## src/rtl/hp_manager.sv

```systemverilog
//==============================================================================
// Module      : hp_manager
// Description : Two-player hit-point tracker. Each player runs an independent
//               ALIVE / INVULN / DEAD state machine driven by rising edges of
//               its hit input. After a non-lethal hit the player gets a timed
//               invulnerability window. A one-cycle ko pulse is produced when
//               either player first drops to zero HP.
//               Optional macro HP_REGEN_EN enables slow HP regeneration for
//               living players below full health.
// Revision    : 1.0 - initial release
//==============================================================================
`default_nettype none

module hp_manager #(
    parameter int HP_MAX       = 3,
    parameter int COOLDOWN     = 50_000_000,
    parameter int REGEN_CYCLES = 500_000_000
) (
    input  logic       clk,
    input  logic       rst,
    input  logic [1:0] game_state,
    input  logic       game_pause,
    input  logic       hit1,
    input  logic       hit2,
    output logic [2:0] hp1,
    output logic [2:0] hp2,
    output logic       inv1,
    output logic       inv2,
    output logic       dead1,
    output logic       dead2,
    output logic       ko
);

    // The shared counter serves both the cooldown and (optionally) the regen
    // timer, so it is sized for the larger of the two.
    localparam int c_MAX_CNT = (COOLDOWN > REGEN_CYCLES) ? COOLDOWN : REGEN_CYCLES;
    localparam int c_CNT_W   = $clog2(c_MAX_CNT + 1);

    localparam logic [2:0]         c_HP_MAX    = 3'(HP_MAX);
    localparam logic [c_CNT_W-1:0] c_COOL_LOAD = c_CNT_W'(COOLDOWN - 1);
`ifdef HP_REGEN_EN
    localparam logic [c_CNT_W-1:0] c_REGEN_LAST = c_CNT_W'(REGEN_CYCLES - 1);
`endif

    localparam logic [1:0] c_ST_ALIVE  = 2'd0;
    localparam logic [1:0] c_ST_INVULN = 2'd1;
    localparam logic [1:0] c_ST_DEAD   = 2'd2;

    // Play advances only while playing and not paused; lobby reloads
    // everything; end/reserved simply hold.
    logic w_active;
    logic w_lobby;
    assign w_active = (game_state == 2'b01) && !game_pause;
    assign w_lobby  = (game_state == 2'b00);

    logic [1:0]      w_hit;
    logic [1:0]      w_die;
    logic [1:0][2:0] w_hp;
    logic [1:0][1:0] w_state;

    assign w_hit = {hit2, hit1};

    for (genvar gi = 0; gi < 2; gi++) begin : g_player
        logic               r_hit_q;
        logic [2:0]         r_hp;
        logic [1:0]         r_state;
        logic [c_CNT_W-1:0] r_cnt;
        logic               w_evt;

        // Hit-level history; tracks every cycle so a level held across a
        // pause or lobby is not mistaken for a fresh strike later.
        always_ff @(posedge clk) begin
            if (rst) begin
                r_hit_q <= 1'b0;
            end else begin
                r_hit_q <= w_hit[gi];
            end
        end

        assign w_evt      = w_hit[gi] & ~r_hit_q;
        assign w_die[gi]  = w_active && (r_state == c_ST_ALIVE) && w_evt && (r_hp <= 3'd1);

        // Per-player HP / state / timer update.
        always_ff @(posedge clk) begin
            if (rst || w_lobby) begin
                r_hp    <= c_HP_MAX;
                r_state <= c_ST_ALIVE;
                r_cnt   <= '0;
            end else if (w_active) begin
                case (r_state)
                    c_ST_ALIVE: begin
                        if (w_evt) begin
                            if (r_hp <= 3'd1) begin
                                r_hp    <= 3'd0;
                                r_state <= c_ST_DEAD;
                                r_cnt   <= '0;
                            end else begin
                                r_hp    <= r_hp - 3'd1;
                                r_state <= c_ST_INVULN;
                                r_cnt   <= c_COOL_LOAD;
                            end
                        end else begin
`ifdef HP_REGEN_EN
                            // Regen only while wounded; full health keeps
                            // the timer parked at zero.
                            if ((r_hp != 3'd0) && (r_hp < c_HP_MAX)) begin
                                if (r_cnt == c_REGEN_LAST) begin
                                    r_hp  <= r_hp + 3'd1;
                                    r_cnt <= '0;
                                end else begin
                                    r_cnt <= r_cnt + 1'b1;
                                end
                            end else begin
                                r_cnt <= '0;
                            end
`else
                            r_cnt <= '0;
`endif
                        end
                    end
                    c_ST_INVULN: begin
                        // Counter was loaded with COOLDOWN-1, so the exit
                        // edge lands after exactly COOLDOWN active cycles.
                        if (r_cnt == '0) begin
                            r_state <= c_ST_ALIVE;
                        end else begin
                            r_cnt <= r_cnt - 1'b1;
                        end
                    end
                    c_ST_DEAD: begin
                        r_hp  <= 3'd0;
                        r_cnt <= '0;
                    end
                    default: begin
                        r_state <= c_ST_ALIVE;
                        r_cnt   <= '0;
                    end
                endcase
            end
        end

        assign w_hp[gi]    = r_hp;
        assign w_state[gi] = r_state;
    end

    // Single knockout pulse even when both players fall on the same edge.
    logic r_ko;
    always_ff @(posedge clk) begin
        if (rst) begin
            r_ko <= 1'b0;
        end else begin
            r_ko <= |w_die;
        end
    end

    assign hp1   = w_hp[0];
    assign hp2   = w_hp[1];
    assign inv1  = (w_state[0] == c_ST_INVULN);
    assign inv2  = (w_state[1] == c_ST_INVULN);
    assign dead1 = (w_state[0] == c_ST_DEAD);
    assign dead2 = (w_state[1] == c_ST_DEAD);
    assign ko    = r_ko;

endmodule

`default_nettype wire

```

## config.mk

```make
export PLATFORM = sky130hd
export DESIGN_NAME = hp_manager
export DESIGN_NICKNAME = d
export VERILOG_FILES = /design/src/rtl/hp_manager.sv
export SDC_FILE = /design/constraint.sdc
export NUM_CORES = 1
export LEC_CHECK = 0
export CORE_ASPECT_RATIO = 1.5
export CORE_MARGIN = 10
export CORE_UTILIZATION = 30
export DETAILED_ROUTE_END_ITERATION = 8
export PLACE_DENSITY_LB_ADDON = 0.08
export SLEW_MARGIN = 25
export SYNTH_ARGS = -nofsm -noshare
export SYNTH_HDL_FRONTEND = slang
export SYNTH_SLANG_ARGS = --single-unit
```

## constraint.sdc

```tcl
create_clock -name clk -period 5.93 [get_ports clk]
set_clock_uncertainty 0.1 [all_clocks]
set_input_delay 1.779 -clock clk [delete_from_list [all_inputs] [get_ports clk]]
set_output_delay 1.779 -clock clk [all_outputs]
set_load 0.02 [all_outputs]
```

==> results.tsv, run 1 <==
metric	value	unit
status	complete, no violations	
syn_area_per_cell	7.95	um2
fin crit period	4260	ps
antenna violations before repair	0	
Synth top area share	36.6	%
syn nets	502	
worst path cell trace	nand2b_1 > inv_1 > clkdlybuf4s50_1	
core area	12600	um2
top cells by area, synth	dfxtp_1, nor2_1, a21oi_1	
slowest cell delay on critical path	700	ps
CP Buf/Inv Count	2	
Die Y	159	um
CP required	4050	ps
worst-skew pair later-pin latency	330	ps
Post-CTS Resized	0	
FF+latch area	1420	um2
Final setup viols	0	
Boundary Pins	18	
average vias per placed instance	5.58	
Crit-path slowest cell	clkdlybuf4s50_1	
Synth top cells by count	dfxtp_1, nor2_1, a21oi_1, o21ai_0, nor3_1	
nets	512	
first drt pass iteration count	4	
CTS tree	done	
# fillers	1344	
dpl cells	644	
Crit path max-delay family	buffers and inverters	
non-filler cells, final	657	
drt drc	0	
EDFF count, synth	0	
maximum vdd drop	0.000145	V
asr flop ratio synth	0	%
die area	18000	um2
mapped cell area	3890	um2
DRT iter0 DRCs	163	
Main synth FF type	dfxtp_1	
leakage	1.64	nW
RSZ-0062 raised after global routing	no	
relative slew slack	41.6	%
IO Port Bufs	17	
Gate Count Post-Synth	489	
Worst Path Max Fanout	12	
FMAX	235	MHz
Pwr Density	281	nW/um2
routed vias	3664	
sequential cell area fraction in the yosys report	36.6	%
Hold Buf Count CTS	0	
clock sink count	71	
Final ANT Viol Nets	0	
setup repair bufs after CTS	0	
WL final	11.3	mm
ratio of cells with drive above 1 in the final layout	7.78	%
total gr overflow	0	
global-route wire length before repair	18.8	mm
Worst EP arrival	2380	ps
largest net degree at the start of global routing	20	
clk slew on worst S/H paths	50	ps
die extent in x	113	um
area occupied by multi-input gates	2280	um2
maximum root-to-sink buffer count	2	
setup_tns	0	ps
Setup CP Type	reg2out	
largest area contributor in the netlist	dfxtp_1	
Area Overhead vs Synth	14.9	%
Yosys cell types	57	
startpoint types	flop	
antenna cells	0	
Min-Delay Path Class	reg2reg	
vias in the first global route	3670	
Rows	50	
Slew @ Worst Pin	869	ps
routability cong.	0.808	
clock buffer count from CTS	9	
Starting Density	30.9	%
Max Cap Violations	0	
H-tree level count	3	
CTS Root Cell	clkbuf_16	
Final Hold Vio Count	0	
part of the cycle the worst path needs	71.8	%
total number of yosys warnings	0	
#FFs+latches synth	71	
total track usage	12.7	%
Setup crit end kind	primary output	
Routed WL per cell	17.3	um
Final Max Tran Viols	0	
Post-DP HPWL	8.18	mm
count leader, synth	dfxtp_1	
-- worst min-delay path, cell delays in order (launching register included) --
cell and delay, ps:
dfxtp_1 320, inv_1 50, o22ai_1 60
-- per-stage QoR --
step                instance area [um2]  power [W]  worst slack [ps]  hold slack (ps)  utilization, %
floorplan                          3890   0.000672              2260              337               -
global placement                   4180   0.000729              1480              357            33.2
detailed placement                 4180   0.000728              1430              362            33.2
CTS                                4460    0.00127              1630              372            35.5
global route                       4470    0.00132              1530              399            35.5
finish                             4470    0.00126              1670              378            35.5
-- report_power, final --
part | internal, W | total, W | switching [W] | leakage [nW]
Sequential | 0.000490 | 0.000504 | 0.0000138 | 0.575
Combinational | 0.0000728 | 0.000216 | 0.000143 | 0.920
Clock | 0.000342 | 0.000538 | 0.000196 | 0.141
Total | 0.000905 | 0.00126 | 0.000353 | 1.64
-- area by class of cell --
class / count / area share [%]
multi-input combinational: 376 / 51.1
sequential: 71 / 31.8
clock buffer: 12 / 5.74
timing repair buffer: 22 / 4.65
tap: 156 / 4.37
inverter: 19 / 1.60
clock inverter: 1 / 0.672
-- worst paths after layout --
check | from | end | slack [ps] | cells past startpoint
setup / recovery | g_player[0].r_state[0] | inv1 | 1670 | 3
hold / removal | g_player[0].r_cnt[22] | g_player[0].r_cnt[22] | 380 | 2
setup reg to reg | g_player[1].r_cnt[0] | g_player[1].r_cnt[13] | 2520 | 8
hold reg to reg | g_player[0].r_cnt[22] | g_player[0].r_cnt[22] | 380 | 2
-- state kept, by name, summed over array words and instances (netlist names) --
register          count
g_player.r_cnt       58
g_player.r_hit_q      2
g_player.r_state      4
hp1                   3
hp2                   3
ko                    1
-- logic make-up (layout without fill, tap and decap cells) --
logic type / after synthesis / in the layout / share of synthesized area (%)
fa+ha+maj: 6 / 6 / 1.93
buf+inv: 42 / 54 / 4.76
flops: 71 / 71 / 36.6
simple gates: 205 / 205 / 28.8
xor+xnor: 20 / 20 / 4.50
compound gates: 145 / 145 / 23.4
-- cell usage in the layout, fill, tap and decap left out, drive strengths merged, types with 6 or more instances in the layout --
cell / netlist / routed
dfxtp: 71 / 71
or3: 12 / 12
a31oi: 18 / 18
nand4: 9 / 9
nor2: 56 / 56
a22oi: 7 / 7
clkbuf: 18 / 12
xnor2: 13 / 13
inv: 19 / 19
o21ai: 51 / 51
nor4: 16 / 16
xor2: 7 / 7
nor2b: 11 / 11
nor3: 30 / 30
nand3: 11 / 11
ha: 6 / 6
a21oi: 34 / 34
clkdlybuf4s50: 0 / 17
o2bb2ai: 6 / 6
or4: 8 / 8
nand2: 20 / 20
-- routing by layer --
layer / wire length, um / share of wire (%) / track usage [%]
met1: 4690 / 41 / 13.6
met3: 351 / 3.1 / 2.49
met5: 0 / 0 / 0
met2: 5980 / 53 / 22.5
met4: 327 / 2.9 / 7.18
Power figures use the tool's default switching activity.
==> run 2, diff against run 1 <==
==> constraint.sdc (replaced) <==
create_clock -name clk -period 3.6 [get_ports clk]
set_clock_uncertainty 0.1 [all_clocks]
set_input_delay 1.08 -clock clk [delete_from_list [all_inputs] [get_ports clk]]
set_output_delay 1.08 -clock clk [all_outputs]
set_load 0.02 [all_outputs]
==> run 2 against run 1 <==
Net effect:
- first-iteration DRC count is 3.1% higher
- utilization rose by 1.3 points
- final cell count up 2.7%
- register-to-register slack worse by 1800 ps
- critical endpoint is now inv2
==> results.tsv, run 2 (same netlist as run 1, synthesis figures left out) <==
metric	value	unit
Boundary Pins	18	
Area Overhead vs Synth	19.2	%
die area	18000	um2
H-tree level count	3	
Final Max Tran Viols	0	
clock sink count	71	
setup repair bufs after CTS	0	
Tot Pwr	0.00220	W
Die Y	159	um
met1 wire length	4.80	mm
non-filler cells, final	675	
uppermost routed layer	met4	
Placed Area	4300	um2
Starting Density	30.9	%
IO Port Bufs	17	
maximum vdd drop	0.000218	V
Setup CP Type	reg2out	
largest net degree at the start of global routing	20	
total gr overflow	0	
part of the cycle the worst path needs	89.2	%
r2r setup slk	680	ps
CP required	2420	ps
Min-Delay Path Class	reg2reg	
Final setup viols	0	
Rows	50	
startpoint types	flop	
Largest regs	g_player.r_cnt x58, g_player.r_state x4	
routability cong.	0.836	
Setup crit end kind	primary output	
Final Hold Vio Count	0	
worst reg2reg startpoint	g_player[1].r_cnt[18]	
ratio of cells with drive above 1 in the final layout	11.0	%
CTS Root Cell	clkbuf_16	
Top reg by flops	g_player.r_cnt	
routed vias	3704	
DRT iter0 DRCs	168	
Worst EP arrival	2030	ps
clk slew on worst S/H paths	60	ps
WL final	11.4	mm
met2 wire len	5.89	mm
wire length on met3	257	um
drt drc	0	
core area	12600	um2
Worst Hold Path Cells	1	
global-route wire length before repair	19.0	mm
FMAX	311	MHz
nets	527	
hold endpoint	g_player[1].r_cnt[28]	
Routed WL per cell	16.8	um
average vias per placed instance	5.49	
setup_tns	0	ps
clock buffer count from CTS	9	
commonest non-fill, non-tap cell in the layout	dfxtp_1	
CTS tree	done	
first drt pass iteration count	4	
antenna cells	0	
die extent in x	113	um
Max Cap Violations	0	
Post-CTS Resized	0	
Worst R2R Path Depth	6	
vias in the first global route	3731	
total track usage	12.7	%
RSZ-0062 raised after global routing	no	
relative slew slack	50.1	%
Final ANT Viol Nets	0	
fin crit period	3210	ps
Hold Buf Count CTS	0	
Critical R2R Capture	g_player[1].r_cnt[14]	
Slew @ Worst Pin	742	ps
dpl cells	659	
Worst Path Max Fanout	8	
Min-Delay Startpoint	g_player[1].r_cnt[28]	
fin area	4630	um2
Post-DP HPWL	8.38	mm
maximum root-to-sink buffer count	2	
Pwr Density	475	nW/um2
antenna violations before repair	0	
max reg flops	58	
leakage	1.72	nW
worst-skew pair later-pin latency	340	ps
status	complete, no violations	
commonest non-fill, non-tap cells in the layout	dfxtp_1, nor2_1, a21oi_1, o21ai_0, nor3_1	
-- run 2: cell types whose count changed in the layout (fill, tap and decap cells not counted) --
cell,delta
buf_4,+14
clkinvlp_4,+2
buf_12,+1
bufinv_16,+1
clkbuf_1,-1
clkbuf_8,-1
clkinv_4,+1
inv_6,+1
nor2b_1,+1
nor2b_2,-1
-- run 2: routing by layer --
metal | GRT usage (%) | up-vias
met2 | 22.8 | 64
li1 | - | 1853
met4 | 7.29 | 0
met1 | 13.7 | 1761
met5 | 0 | -
met3 | 1.77 | 26
-- run 2: worst max-delay path by stage --
stage,to,startpoint,cells past startpoint
2_1_floorplan,hp1[2],game_state[1],6
6_report,inv2,g_player[1].r_state[0],3
4_1_cts,inv2,g_player[1].r_state[0],3
5_1_grt,inv2,g_player[1].r_state[0],3
3_3_place_gp,hp1[2],game_state[1],6
3_5_place_dp,hp1[2],game_state[1],6
-- run 2: cell type report --
type / instances / area [um2]
fillers: 1355 / 7940
multi-input cells: 376 / 2280
flip-flops and latches: 71 / 1420
repair buffers: 37 / 333
clock buffers: 10 / 239
well taps: 156 / 195
clock inverters: 6 / 92.6
inverters: 19 / 71.3
-- run 2: report_power, final --
part           internal [W]  switching, W  total (W)
sequential         0.000807     0.0000225   0.000829
combinational      0.000136      0.000239   0.000375
clock              0.000629      0.000367   0.000997
-- run 2: worst max-delay path, stage by stage, from the launching register on --
cell and delay, ps:
dfxtp_1 490, nand2b_1 300, inv_2 260, clkdlybuf4s50_1 640
-- run 2: stage by stage --
| step | hold WS, ps | util (%) | setup WS (ps) |
|---|---|---|---|
| finish | 367 | 36.9 | 389 |
| global route | 387 | 36.9 | 275 |
| CTS | 370 | 36.9 | 355 |
| detailed placement | 360 | 34.2 | 160 |
| global placement | 360 | 34.2 | 175 |
| floorplan | 337 | - | 626 |
==> run 3, diff against run 2 <==
==> constraint.sdc (replaced) <==
create_clock -name clk -period 4.2 [get_ports clk]
set_clock_uncertainty 0.1 [all_clocks]
set_input_delay 1.26 -clock clk [delete_from_list [all_inputs] [get_ports clk]]
set_output_delay 1.26 -clock clk [all_outputs]
set_load 0.02 [all_outputs]
==> run 3 against run 2 <==
Net effect:
- hold slack better by 4.8 ps
- global-route usage is 0.12 points higher
- utilization decreased by 0.30 points
- power down 15%
- register-to-register slack better by 290 ps
- critical endpoint unchanged
- clock power fell by 16%
- first-iteration DRC count up 32%
- flip-flop and latch count is the same
- largest cell class unchanged
- sequential share of layout area rose by 0.25 points
- sequential power shrank 14%
==> results.tsv, run 3 (same netlist as run 1, synthesis figures left out) <==
metric	value	unit
CP required	2840	ps
combinational fraction of design power	16.9	%
DRT iter0 DRCs	221	
clock buffer count from CTS	9	
Critical Path Sink	inv2	
Routed WL per cell	17.0	um
largest net degree at the start of global routing	20	
Sw Share	28.5	%
total gr overflow	0	
Final Hold Vio Count	0	
nets	525	
CP Buf/Inv Count	2	
r2r setup slk	970	ps
Hold Buf Count CTS	0	
Die Y	159	um
fin worst setup slack	851	ps
Top reg by flops	g_player.r_cnt	
clk slew on worst S/H paths	60	ps
startpoint types	flop	
setup_tns	0	ps
commonest non-fill, non-tap cells in the layout	dfxtp_1, nor2_1, a21oi_1, o21ai_0, nor3_1	
Area Overhead vs Synth	18.2	%
Starting Density	30.9	%
die extent in x	113	um
worst reg2reg startpoint	g_player[1].r_cnt[18]	
GR Util met2	23.2	%
Tot Pwr	0.00187	W
Worst path depth	3	
max reg flops	58	
Worst R2R Path Depth	6	
part of the cycle the worst path needs	79.7	%
relative slew slack	43.9	%
Pwr Density	407	nW/um2
fin crit period	3350	ps
Setup crit end kind	primary output	
WHS	372	ps
Setup CP Type	reg2out	
fin area	4600	um2
CTS tree	done	
vias in the first global route	3788	
first drt pass iteration count	4	
RSZ-0062 raised after global routing	no	
cell-internal power	0.00134	W
antenna violations before repair	0	
Placed Area	4280	um2
average vias per placed instance	5.56	
global-route wire length before repair	19.1	mm
drt drc	0	
clock sink count	71	
worst-skew pair later-pin latency	340	ps
Worst Path Max Fanout	8	
Post-DP HPWL	8.59	mm
Final ANT Viol Nets	0	
Critical R2R Capture	g_player[1].r_cnt[14]	
Min-Delay Startpoint	g_player[1].r_cnt[28]	
leakage	1.70	nW
Clk pwr share	45.0	%
routability cong.	0.820	
FMAX	299	MHz
Place WS	557	ps
Final Max Tran Viols	0	
Final setup viols	0	
Crit-path slowest cell	clkdlybuf4s50_1	
Worst EP arrival	1990	ps
Net Sw Power	0.000532	W
setup repair bufs after CTS	0	
worst path cell trace	nand2b_1 > inv_2 > clkdlybuf4s50_1	
global route hottest layer	met2	
H-tree level count	3	
Largest regs	g_player.r_cnt x58, g_player.r_state x4	
Seq pwr share	38.1	%
Rows	50	
core area	12600	um2
Slew @ Worst Pin	833	ps
commonest non-fill, non-tap cell in the layout	dfxtp_1	
maximum root-to-sink buffer count	2	
CTS Root Cell	clkbuf_16	
ratio of cells with drive above 1 in the final layout	10.5	%
M1 GR Usage	13.5	%
WL final	11.5	mm
Crit. Startpoint	g_player[1].r_state[0]	
met3 Track Usage GR	1.81	%
IO Port Bufs	17	
routed vias	3737	
Post-CTS Resized	0	
Max Cap Violations	0	
antenna cells	0	
total track usage	12.9	%
maximum vdd drop	0.000177	V
Min-Delay Path Class	reg2reg	
status	complete, no violations	
die area	18000	um2
Crit path max-delay family	buffers and inverters	
slowest cell delay on critical path	640	ps
Boundary Pins	18	
## run 3: worst min path at each step
stage                            end  slack [ps]  depth (start not counted)
2_1_floorplan  g_player[0].r_cnt[22]         340                          2
5_1_grt        g_player[1].r_cnt[28]         390                          1
3_5_place_dp   g_player[1].r_cnt[28]         360                          1
4_1_cts        g_player[1].r_cnt[28]         370                          1
6_report       g_player[1].r_cnt[28]         370                          1
3_3_place_gp   g_player[0].r_cnt[22]         360                          2
## run 3: per-stage QoR
stage / util, % / std cells
detailed placement: 34.0 / 657
finish: 36.6 / 672
CTS: 36.6 / 672
global placement: 34.0 / 657
global route: 36.6 / 672
floorplan: - / 489
## run 3: area by class of cell
class | instances | area (um2)
Multi-Input combinational cell | 376 | 2280
Timing Repair Buffer | 35 | 305
Tap cell | 156 | 195
Inverter | 19 | 71.3
Clock buffer | 10 | 239
Sequential cell | 71 | 1420
Clock inverter | 5 | 82.6
Fill cell | 1326 | 7980
## run 3: routing by layer
layer  part of all wire [%]  vias up
met5                      0        -
met4                    3.7        0
met3                    2.3       26
met2                     53       54
met1                     41     1806
li1                       -     1851
## run 3: power by group through the flow
stage	combinational (W)	sequential, W	clock (W)
2_1_floorplan	0.000228	0.000721	0
3_3_place_gp	0.000321	0.000726	0
3_5_place_dp	0.000317	0.000726	0
4_1_cts	0.000318	0.000711	0.000864
5_1_grt	0.000353	0.000714	0.000886
6_report	0.000317	0.000711	0.000842
